### src/rtl/axis_pattern_source_if.sv
// Consumer-side AXI4-Stream bundle: payload beat plus per-message LEN/SPT/DPT sideband and error marker.
interface axis_pattern_source_if;
  logic [255:0] tdata;
  logic         tvalid;
  logic [31:0]  tstrb;
  logic         tlast;
  logic         tready;
  logic [15:0]  len_tdata;
  logic [7:0]   spt_tdata;
  logic [7:0]   dpt_tdata;
  logic         err_tvalid;

  modport master (
    output tdata, tvalid, tstrb, tlast, len_tdata, spt_tdata, dpt_tdata, err_tvalid,
    input  tready
  );

  modport slave (
    input  tdata, tvalid, tstrb, tlast, len_tdata, spt_tdata, dpt_tdata, err_tvalid,
    output tready
  );
endinterface

### src/rtl/axis_pattern_source.sv
// Programmed run of incrementing-payload messages; first beat one cycle after START, one beat/cycle at full rate.
// All outputs registered; beat contents held while tready is low, GAP_CYCLES idle cycles between messages.
module axis_pattern_source #(
  parameter int unsigned GAP_CYCLES = 0
) (
  input  logic                  clk_i,
  input  logic                  rst_ni,
  input  logic                  start_i,
  input  logic [15:0]           cfg_len_i,
  input  logic [15:0]           cfg_count_i,
  input  logic [7:0]            cfg_spt_i,
  input  logic [7:0]            cfg_dpt_i,
  input  logic [31:0]           cfg_seed_i,
  input  logic                  cfg_err_i,
  output logic                  busy_o,
  output logic                  done_o,
  output logic [15:0]           msgs_sent_o,
  axis_pattern_source_if.master m_axis
);

  typedef enum logic [1:0] {ST_IDLE, ST_SEND, ST_GAP} state_t;

  localparam logic [7:0] GAP_LD = 8'((GAP_CYCLES == 0) ? 0 : GAP_CYCLES - 1);

  state_t        state_q, state_d;
  logic          busy_q, busy_d, done_q, done_d;
  logic [15:0]   msgs_q, msgs_d, beat_q, beat_d, len_q, len_d, count_q, count_d;
  logic [31:0]   word_q, word_d, seed_q, seed_d;
  logic [7:0]    gap_q, gap_d, spt_q, spt_d, dpt_q, dpt_d;
  logic          err_q, err_d;
  logic          tvalid_q, tvalid_d, tlast_q, tlast_d, errtv_q, errtv_d;
  logic [31:0]   tstrb_q, tstrb_d;
  logic [255:0]  tdata_q, tdata_d;

  logic          ld, ld_err, ld_last;
  logic [15:0]   ld_len, ld_idx;
  logic [31:0]   ld_word, ld_seed;

  function automatic logic beat_is_last(input logic [15:0] len, input logic [15:0] idx);
    logic [16:0] nb;
    nb = ({1'b0, len} + 17'd31) >> 5;
    if (nb == 17'd0) nb = 17'd1;
    return ({1'b0, idx} == (nb - 17'd1));
  endfunction

  function automatic logic [31:0] strb_for(input logic [15:0] len, input logic last);
    logic [31:0] s;
    s = '1;
    if (last && len == 16'd0)           s = '0;
    else if (last && len[4:0] != 5'd0)  s = (32'd1 << len[4:0]) - 32'd1;
    return s;
  endfunction

  function automatic logic [255:0] pattern(input logic [31:0] base);
    logic [255:0] d;
    d = '0;
    for (int k = 0; k < 8; k++) d[k*32 +: 32] = base + 32'(k);
    return d;
  endfunction

  always_comb begin
    state_d  = state_q;  busy_d  = busy_q;  done_d = 1'b0;
    msgs_d   = msgs_q;   beat_d  = beat_q;  word_d = word_q;  gap_d = gap_q;
    len_d    = len_q;    count_d = count_q; spt_d  = spt_q;   dpt_d = dpt_q;
    seed_d   = seed_q;   err_d   = err_q;
    tvalid_d = tvalid_q; tlast_d = tlast_q; errtv_d = errtv_q;
    tstrb_d  = tstrb_q;  tdata_d = tdata_q;
    ld       = 1'b0;     ld_idx  = '0;      ld_word = word_q;
    ld_len   = len_q;    ld_seed = seed_q;  ld_err  = err_q;
    ld_last  = 1'b0;

    case (state_q)
      ST_IDLE: begin
        if (busy_q) begin
          // Zero-message run: BUSY for one cycle, then DONE.
          busy_d = 1'b0;
          done_d = 1'b1;
        end else if (start_i) begin
          len_d   = cfg_len_i;   count_d = cfg_count_i;
          spt_d   = cfg_spt_i;   dpt_d   = cfg_dpt_i;
          seed_d  = cfg_seed_i;  err_d   = cfg_err_i;
          msgs_d  = '0;          word_d  = '0;  beat_d = '0;
          busy_d  = 1'b1;
          if (cfg_count_i != 16'd0) begin
            state_d = ST_SEND;
            ld      = 1'b1;
            ld_word = '0;
            ld_len  = cfg_len_i;
            ld_seed = cfg_seed_i;
            ld_err  = cfg_err_i;
          end
        end
      end
      ST_SEND: begin
        if (tvalid_q && m_axis.tready) begin
          word_d = word_q + 32'd8;
          if (tlast_q) begin
            msgs_d = msgs_q + 16'd1;
            beat_d = '0;
            if (msgs_q + 16'd1 == count_q) begin
              state_d  = ST_IDLE;
              busy_d   = 1'b0;
              done_d   = 1'b1;
              tvalid_d = 1'b0; tlast_d = 1'b0; errtv_d = 1'b0;
            end else if (GAP_CYCLES == 0) begin
              ld      = 1'b1;
              ld_word = word_q + 32'd8;
            end else begin
              state_d  = ST_GAP;
              gap_d    = GAP_LD;
              tvalid_d = 1'b0; tlast_d = 1'b0; errtv_d = 1'b0;
            end
          end else begin
            beat_d  = beat_q + 16'd1;
            ld      = 1'b1;
            ld_idx  = beat_q + 16'd1;
            ld_word = word_q + 32'd8;
          end
        end
      end
      ST_GAP: begin
        if (gap_q == 8'd0) begin
          state_d = ST_SEND;
          ld      = 1'b1;
        end else begin
          gap_d = gap_q - 8'd1;
        end
      end
      default: state_d = ST_IDLE;
    endcase

    if (ld) begin
      ld_last  = beat_is_last(ld_len, ld_idx);
      tvalid_d = 1'b1;
      tlast_d  = ld_last;
      errtv_d  = ld_err & ld_last;
      tstrb_d  = strb_for(ld_len, ld_last);
      tdata_d  = pattern(ld_seed + ld_word);
    end
  end

  always_ff @(posedge clk_i or negedge rst_ni) begin
    if (!rst_ni) begin
      state_q  <= ST_IDLE;
      busy_q   <= 1'b0;  done_q  <= 1'b0;
      msgs_q   <= '0;    beat_q  <= '0;   word_q <= '0;  gap_q <= '0;
      len_q    <= '0;    count_q <= '0;   spt_q  <= '0;  dpt_q <= '0;
      seed_q   <= '0;    err_q   <= 1'b0;
      tvalid_q <= 1'b0;  tlast_q <= 1'b0; errtv_q <= 1'b0;
      tstrb_q  <= '0;    tdata_q <= '0;
    end else begin
      state_q  <= state_d;
      busy_q   <= busy_d;   done_q  <= done_d;
      msgs_q   <= msgs_d;   beat_q  <= beat_d;  word_q <= word_d;  gap_q <= gap_d;
      len_q    <= len_d;    count_q <= count_d; spt_q  <= spt_d;   dpt_q <= dpt_d;
      seed_q   <= seed_d;   err_q   <= err_d;
      tvalid_q <= tvalid_d; tlast_q <= tlast_d; errtv_q <= errtv_d;
      tstrb_q  <= tstrb_d;  tdata_q <= tdata_d;
    end
  end

  assign busy_o            = busy_q;
  assign done_o            = done_q;
  assign msgs_sent_o       = msgs_q;
  assign m_axis.tdata      = tdata_q;
  assign m_axis.tvalid     = tvalid_q;
  assign m_axis.tstrb      = tstrb_q;
  assign m_axis.tlast      = tlast_q;
  assign m_axis.len_tdata  = len_q;
  assign m_axis.spt_tdata  = spt_q;
  assign m_axis.dpt_tdata  = dpt_q;
  assign m_axis.err_tvalid = errtv_q;

endmodule

### src/flat_wrapper.sv
// flat-port wrapper written by rule: the top's interface ports become plain ports
module axis_pattern_source_flat 
#(
  parameter int unsigned GAP_CYCLES = 0
)
  (clk_i, rst_ni, start_i, cfg_len_i, cfg_count_i, cfg_spt_i, cfg_dpt_i, cfg_seed_i, cfg_err_i, busy_o, done_o, msgs_sent_o, m_axis_tdata, m_axis_tvalid, m_axis_tstrb, m_axis_tlast, m_axis_len_tdata, m_axis_spt_tdata, m_axis_dpt_tdata, m_axis_err_tvalid, m_axis_tready);
  axis_pattern_source_if m_axis_i ();
  input  logic clk_i;
  input  logic rst_ni;
  input  logic start_i;
  input  logic [15:0] cfg_len_i;
  input  logic [15:0] cfg_count_i;
  input  logic [7:0] cfg_spt_i;
  input  logic [7:0] cfg_dpt_i;
  input  logic [31:0] cfg_seed_i;
  input  logic cfg_err_i;
  output logic busy_o;
  output logic done_o;
  output logic [15:0] msgs_sent_o;
  output wire logic [$bits(m_axis_i.tdata)-1:0] m_axis_tdata;
  output wire logic [$bits(m_axis_i.tvalid)-1:0] m_axis_tvalid;
  output wire logic [$bits(m_axis_i.tstrb)-1:0] m_axis_tstrb;
  output wire logic [$bits(m_axis_i.tlast)-1:0] m_axis_tlast;
  output wire logic [$bits(m_axis_i.len_tdata)-1:0] m_axis_len_tdata;
  output wire logic [$bits(m_axis_i.spt_tdata)-1:0] m_axis_spt_tdata;
  output wire logic [$bits(m_axis_i.dpt_tdata)-1:0] m_axis_dpt_tdata;
  output wire logic [$bits(m_axis_i.err_tvalid)-1:0] m_axis_err_tvalid;
  input wire logic [$bits(m_axis_i.tready)-1:0] m_axis_tready;
  assign m_axis_tdata = m_axis_i.tdata;
  assign m_axis_tvalid = m_axis_i.tvalid;
  assign m_axis_tstrb = m_axis_i.tstrb;
  assign m_axis_tlast = m_axis_i.tlast;
  assign m_axis_len_tdata = m_axis_i.len_tdata;
  assign m_axis_spt_tdata = m_axis_i.spt_tdata;
  assign m_axis_dpt_tdata = m_axis_i.dpt_tdata;
  assign m_axis_err_tvalid = m_axis_i.err_tvalid;
  assign m_axis_i.tready = m_axis_tready;
  axis_pattern_source #(.GAP_CYCLES(GAP_CYCLES)) u_core (.clk_i(clk_i), .rst_ni(rst_ni), .start_i(start_i), .cfg_len_i(cfg_len_i), .cfg_count_i(cfg_count_i), .cfg_spt_i(cfg_spt_i), .cfg_dpt_i(cfg_dpt_i), .cfg_seed_i(cfg_seed_i), .cfg_err_i(cfg_err_i), .busy_o(busy_o), .done_o(done_o), .msgs_sent_o(msgs_sent_o), .m_axis(m_axis_i));
endmodule
### config.mk
export PLATFORM = sky130hd
export DESIGN_NAME = axis_pattern_source_flat
export DESIGN_NICKNAME = d
export VERILOG_FILES = /design/src/rtl/axis_pattern_source_if.sv /design/src/rtl/axis_pattern_source.sv /design/src/flat_wrapper.sv
export SDC_FILE = /design/constraint.sdc
export NUM_CORES = 1
export LEC_CHECK = 0
export BUFFER_PORTS_ARGS = -buffer_cell sky130_fd_sc_hd__buf_2
export CAP_MARGIN = 20
export CORE_MARGIN = 2
export CORE_UTILIZATION = 40
export CTS_BUF_LIST = sky130_fd_sc_hd__clkbuf_4 sky130_fd_sc_hd__clkbuf_8 sky130_fd_sc_hd__clkbuf_16
export CTS_CLUSTER_DIAMETER = 30
export CTS_CLUSTER_SIZE = 8
export DETAILED_ROUTE_END_ITERATION = 6
export SLEW_MARGIN = 10
export SYNTH_ARGS = -nofsm -noshare
export SYNTH_HDL_FRONTEND = slang
export SYNTH_SLANG_ARGS = --single-unit
### constraint.sdc
create_clock -name clk_i -period 19.4 [get_ports clk_i]
set_input_delay 5.82 -clock clk_i [delete_from_list [all_inputs] [get_ports clk_i]]
set_output_delay 5.82 -clock clk_i [all_outputs]
set_load 0.01 [all_outputs]
Word level (Yosys, flattened, before mapping)
Cells that the tools add are included.
{"block": "totals", "reg_bits": 448, "output_inout_bits": 341, "word_cells": 141}
{"block": "op_classes", "addsub": 15, "eq_ne": 11, "shift": 1, "mux": 71, "bitwise_logic": 3, "reduce_logical": 22}
{"operator": "$mux 32", "n": 15}
{"operator": "$mux 16", "n": 12}
{"operator": "$add 32x3->32 const B", "n": 4}
{"operator": "$pmux 32 s2", "n": 2}
{"operator": "$add 32x2->32 const B", "n": 2}
{"operator": "$pmux 16 s2", "n": 2}
{"operator": "$add 16x1->16 const B", "n": 2}
{"operator": "$add 32x1->32 const B", "n": 1}
{"operator": "$add 32x32->32", "n": 1}
{"operator": "$add 32x4->32 const B", "n": 1}
{"operator": "$shl 1x5->32 const A", "n": 1}
{"operator": "$sub 32x1->32 const B", "n": 1}
{"operator": "$mux 1", "n": 27}
{"operator": "$add 16x5->17 const B", "n": 1}
{"operator": "$eq 16x17->1", "n": 1}
{"operator": "$logic_not 17->1", "n": 1}
{"operator": "$mux 17", "n": 1}
{"operator": "$sub 17x1->17 const B", "n": 1}
{"operator": "$eq 16x16->1", "n": 1}
{"operator": "$logic_not 16->1", "n": 1}
{"operator": "$reduce_bool 16->1", "n": 1}
{"operator": "$mux 2", "n": 7}
{"operator": "$mux 12", "n": 1}
{"operator": "$reduce_and 4->1", "n": 3}
{"operator": "other kinds (19)", "n": 33}

Logic depth before layout (Yosys ltp)
{"block": "depth", "ltp_word": 14, "ltp_mapped": 28, "ltp_nobuf": 22}

Least setup slack after synthesis
Ideal clock, no wire load.
{"block": "synth_path", "kind": "in2reg", "startpoint": "in cfg_count_i[10]", "endpoint": "reg u_core.tdata_q[158], in the netlist u_core.m_axis.tdata[158]", "setup_ns": 0.091, "arrival_ns": 11.356, "required_time_ns": 19.309, "slack_ns": 7.953, "path_stages": 23, "path_buffers": 7, "path_cell_list": "nor4_1 -> nand4_1 -> nand2_1 -> buf_2 -> buf_2 -> buf_1 -> buf_1 -> nand2_1 -> nand2_1 -> ha_1 -> buf_6 -> a2111oi_0 -> o211ai_1 -> a31o_2 -> a31oi_2 -> xnor2_4 -> o21a_1 -> nand3_1 -> or4b_1 -> buf_2 -> or4_1 -> buf_2 -> o2111ai_1"}
{"block": "synth_via", "elab_chain_len": 7, "elab_cells_between_ends": 15, "cone_classes": "add/sub (2); mux (12); reduce/logical (1)"}
{"element": "start, declared", "line_no": "flat_wrapper.sv:12", "text": "input logic [15:0] cfg_count_i;"}
{"element": "$reduce_bool 16->1 (*)", "line_no": "axis_pattern_source.sv:84", "text": "if (cfg_count_i != 16'd0) begin"}
{"element": "$mux 32", "line_no": "axis_pattern_source.sv:84"}
{"element": "$mux 32", "line_no": "axis_pattern_source.sv:78", "text": "end else if (start_i) begin"}
{"element": "$mux 32", "line_no": "axis_pattern_source.sv:74", "text": "if (busy_q) begin"}
{"element": "$pmux 32 s2 / $mux 32 (equally long branches)", "line_no": "axis_pattern_source.sv:72", "text": "case (state_q)"}
{"element": "$add 32x32->32", "line_no": "axis_pattern_source.sv:138", "text": "tdata_d = pattern(ld_seed + ld_word);"}
{"element": "$add 32x3->32", "line_no": "axis_pattern_source.sv:57", "text": "for (int k = 0; k < 8; k++) d[k*32 +: 32] = base + 32'(k);"}
{"element": "end signal, assigned", "line_no": "axis_pattern_source.sv:158", "text": "tstrb_q <= tstrb_d; tdata_q <= tdata_d;"}
{"element": "end, declared", "line_no": "axis_pattern_source.sv:33", "text": "logic [255:0] tdata_q, tdata_d;"}
Mark *: on every way between the ends. The rest lies on a longest branch, timed or not.
A chain may end at the register's enable or synchronous reset.

Worst setup path in the final report
Ends and elaborated chain as after synthesis.

==> impl_metrics.ini <==
[sta]
finalSetupViolations = 0
tns_ns = 0
hold_viol = 0
fin_crit_sh = 0.619
slew_violations = 0
slew_headroom = 0.190
timing.fmax_ghz = 0.0833
rsz0062_at_grt = no
skew_ns = 0.0340
tightest_slew_ns = 1.21
min_period_ns = 12.00

[setup_path]
criticalPathCategory = in2reg
cp_cell_sequence = buf_2 -> nor4_1 -> and4_1 -> nor2_4 -> buf_4 -> buf_4 -> nand2_1 -> nand2_1 -> ha_1 -> a2111oi_0 -> o211ai_1 -> a31o_2 -> a31oi_2 -> xnor2_4 -> o21a_1 -> nand3_1 -> or4b_1 -> o31ai_1 -> o2111ai_1
critPathMaxFanout = 52
endpoint_kind = flip-flop
worst_path_max_delay_cell = or4b_1
arrival_ns = 12.47
worst-path-buf-inv = 3
max_stage_delay_ns = 0.76
start_kind = input pin
worstPathRequired_ns = 19.87
crit_family = compound AO/OA/AOI/OAI gates

[job]
drv_cap = 0

[pwr]
internal_power_uw = 2330
p_comb_frac = 0.015
peakVddDrop_mv = 0.0788
p_clk_frac = 0.681
power_uw = 2940
p_leak_uw = 0.0155
powerDensity_nw_per_um2 = 90.3
p_switching_uw = 612
p_seq_frac = 0.304
swShare = 0.208

[routing]
num_vias = 23900
drt-total-wl_um = 89900
drtAntennaViolNets = 0
wl_per_cell_um = 20.4
dr.pass1.iters = 6
drc = 0
viasPerCell = 5.42
drtIter0Drc = 2272

[placed_design]
io_buffers = 425
dp.cells = 4199
place_hpwl_um = 64500
gp_congestion = 1.01

[synthesis]
syn-cell-area_sq_um = 25700
async_flop_share = 1.00
synth_edf_count = 0
synth_ff_type = dfrtp_1
synth_top_area_frac = 0.416
ys_types = 105
yosysWarningCount = 0
yosys-top-cells-area = dfrtp_1 42%, nand2_1 10%, xnor2_1 7.2%
synth_top_area_cell = dfrtp_1
syn_inst = 3087
synth_seq_cells = 426
yosysSeqAreaShare = 0.416
syn_avg_cell_area_sq_um = 8.31

[clock_network]
insertion_delay_ns = 0.65
clkTransAtPathRegs_ns = 0.04
cts-resized-gates = 0
cts_buffers = 115
hold_buffers = 0
cts_buffer_depth = 3
post_cts_buffers = 0
ctsRootBufferMaster = clkbuf_16
htreeDepth = 3
cts_tree = done
cts.sinks = 426

[layout]
nets = 3604
stdcell_count = 4416
area_growth_syn_to_layout_pct = 26.8
drive_above_1_share = 0.213

[hold_path]
min_path_type = reg2reg

[global_route]
grt_pass1_wl_um = 139000
grtUsageTotal = 0.268
grt_pass1_vias = 23000
antenna_found_initial = 7
overflow = 0
grt_start_max_net_pins = 268

[die]
dieArea_sq_um = 66200
design.core.area_sq_um = 63200
initial_core_util = 0.406
die_width_um = 257
fp.dieH_um = 257
pin_count = 426
row_count = 92

[run_status]
outcome = finished, final reports clean
## per-layer routing
metal	share of wire	up-vias	routed length, um	track usage
met3	0.065	209	5810	0.0491
met4	0.041	4	3700	0.115
met5	0.00030	-	27	0
met1	0.42	11300	38200	0.351
met2	0.47	950	42200	0.433
li1	-	11400	-	-
## cell usage in the layout (no fill, tap or decap), types with 25 or more instances in the layout
cell,count
nand3_1,81
nand2_1,679
o21ai_0,239
ha_1,47
nor2_1,351
dfrtp_1,426
nand4_1,31
inv_1,29
o31ai_1,26
a211oi_1,27
xor2_1,63
nor3_1,60
and3_1,32
buf_4,34
and2_1,25
a21oi_1,167
buf_2,424
or3_1,37
xnor2_1,210
clkbuf_16,117
## worst paths after layout
check,slack [ns],start,end,cells after the start
min in group asynchronous,5.21,rst_ni,u_core.m_axis.tdata[110]$_DFFE_PN0P_,1
worst max register to register,11.62,u_core.msgs_sent_o[0]$_DFFE_PN0P_,u_core.m_axis.tdata[158]$_DFFE_PN0P_,21
worst min register to register,0.47,u_core.m_axis.tdata[19]$_DFFE_PN0P_,u_core.m_axis.tdata[19]$_DFFE_PN0P_,2
worst max-delay path,7.40,cfg_count_i[10],u_core.m_axis.tdata[158]$_DFFE_PN0P_,19
max in group asynchronous,11.83,rst_ni,u_core.seed_q[24]$_DFFE_PN0P_,3
worst min-delay path,0.47,u_core.m_axis.tdata[19]$_DFFE_PN0P_,u_core.m_axis.tdata[19]$_DFFE_PN0P_,2
## cells in the mapped netlist, types with 21 or more instances
| cell | number |
|---|---|
| inv_1 | 29 |
| and2_1 | 26 |
| nand2_1 | 682 |
| or3_1 | 37 |
| dfrtp_1 | 426 |
| clkbuf_1 | 113 |
| xnor2_1 | 210 |
| ha_1 | 47 |
| buf_2 | 47 |
| o31ai_1 | 27 |
| nor4_1 | 23 |
| a211oi_1 | 28 |
| o21ai_0 | 239 |
| nor2_1 | 353 |
| xor2_1 | 63 |
| o211ai_1 | 21 |
| a21o_1 | 23 |
| nand3_1 | 81 |
| and3_1 | 32 |
| nor3_1 | 60 |
| a21oi_1 | 168 |
| nand4_1 | 31 |
## state kept, by name, indices dropped and copies added, names as in the netlist, 8 cells and up
register,flops
u_core.msgs_sent_o,16
u_core.m_axis.spt_tdata,8
u_core.m_axis.tdata,246
u_core.m_axis.dpt_tdata,8
u_core.word_q,29
u_core.beat_q,16
u_core.count_q,16
u_core.seed_q,32
u_core.m_axis.len_tdata,16
u_core.m_axis.tstrb,32
## cell type report
type	count	area (sq um)
diodes	4	10.0
clock buffers	157	3360
clock inverters	55	817
fillers	6068	30700
inverters	30	113
multi-input cells	2437	14100
flip-flops and latches	426	10700
well taps	846	1060
repair buffers	461	2430
## worst register-to-register path: stages (launching register included)
cell	delay, ns
dfrtp_1	0.47
ha_1	0.32
and4_1	0.42
nand4_1	0.25
nor4_1	0.31
nor3_1	0.09
a211oi_1	0.43
nand4b_1	0.45
and3_1	0.36
xnor2_1	0.22
nor2_1	0.08
ha_1	0.42
or4_1	0.56
o21a_1	0.21
a31o_2	0.29
a31oi_2	0.28
xnor2_4	0.28
o21a_1	0.29
nand3_1	0.25
or4b_1	0.76
o31ai_1	0.66
o2111ai_1	0.19
## cells by family (layout without fill, tap and decap cells)
| family | Yosys count | count (layout) | share of synthesized area |
|---|---|---|---|
| flops | 426 | 426 | 0.416 |
| compound gates | 654 | 654 | 0.163 |
| xor+xnor | 280 | 280 | 0.0998 |
| simple gates | 1423 | 1423 | 0.247 |
| other cells | 1 | 8 | 0.000146 |
| fa+ha+maj | 48 | 48 | 0.0237 |
| buf+inv | 227 | 703 | 0.0386 |
| mux | 28 | 28 | 0.0118 |
## stage by stage
stage	area (sq um)	hold slack, ns	util	setup slack (ns)
3_5_place_dp	28300	0.457	0.448	6.62
5_1_grt	32500	0.477	0.515	6.99
6_report	32500	0.466	0.515	7.40
2_1_floorplan	25700	0.446	-	7.95
3_3_place_gp	28300	0.447	0.448	6.77
4_1_cts	32500	0.468	0.514	7.29
## power groups by stage
| stage | clock (uW) | sequential, uW | combinational, uW |
|---|---|---|---|
| finish | 2000 | 892 | 44.3 |
| detailed placement | 0 | 905 | 45.2 |
| global route | 2080 | 891 | 49.8 |
| global placement | 0 | 905 | 45.6 |
| floorplan | 0 | 905 | 7.24 |
| CTS | 2030 | 892 | 45.3 |
Power figures use the tool's default switching activity.
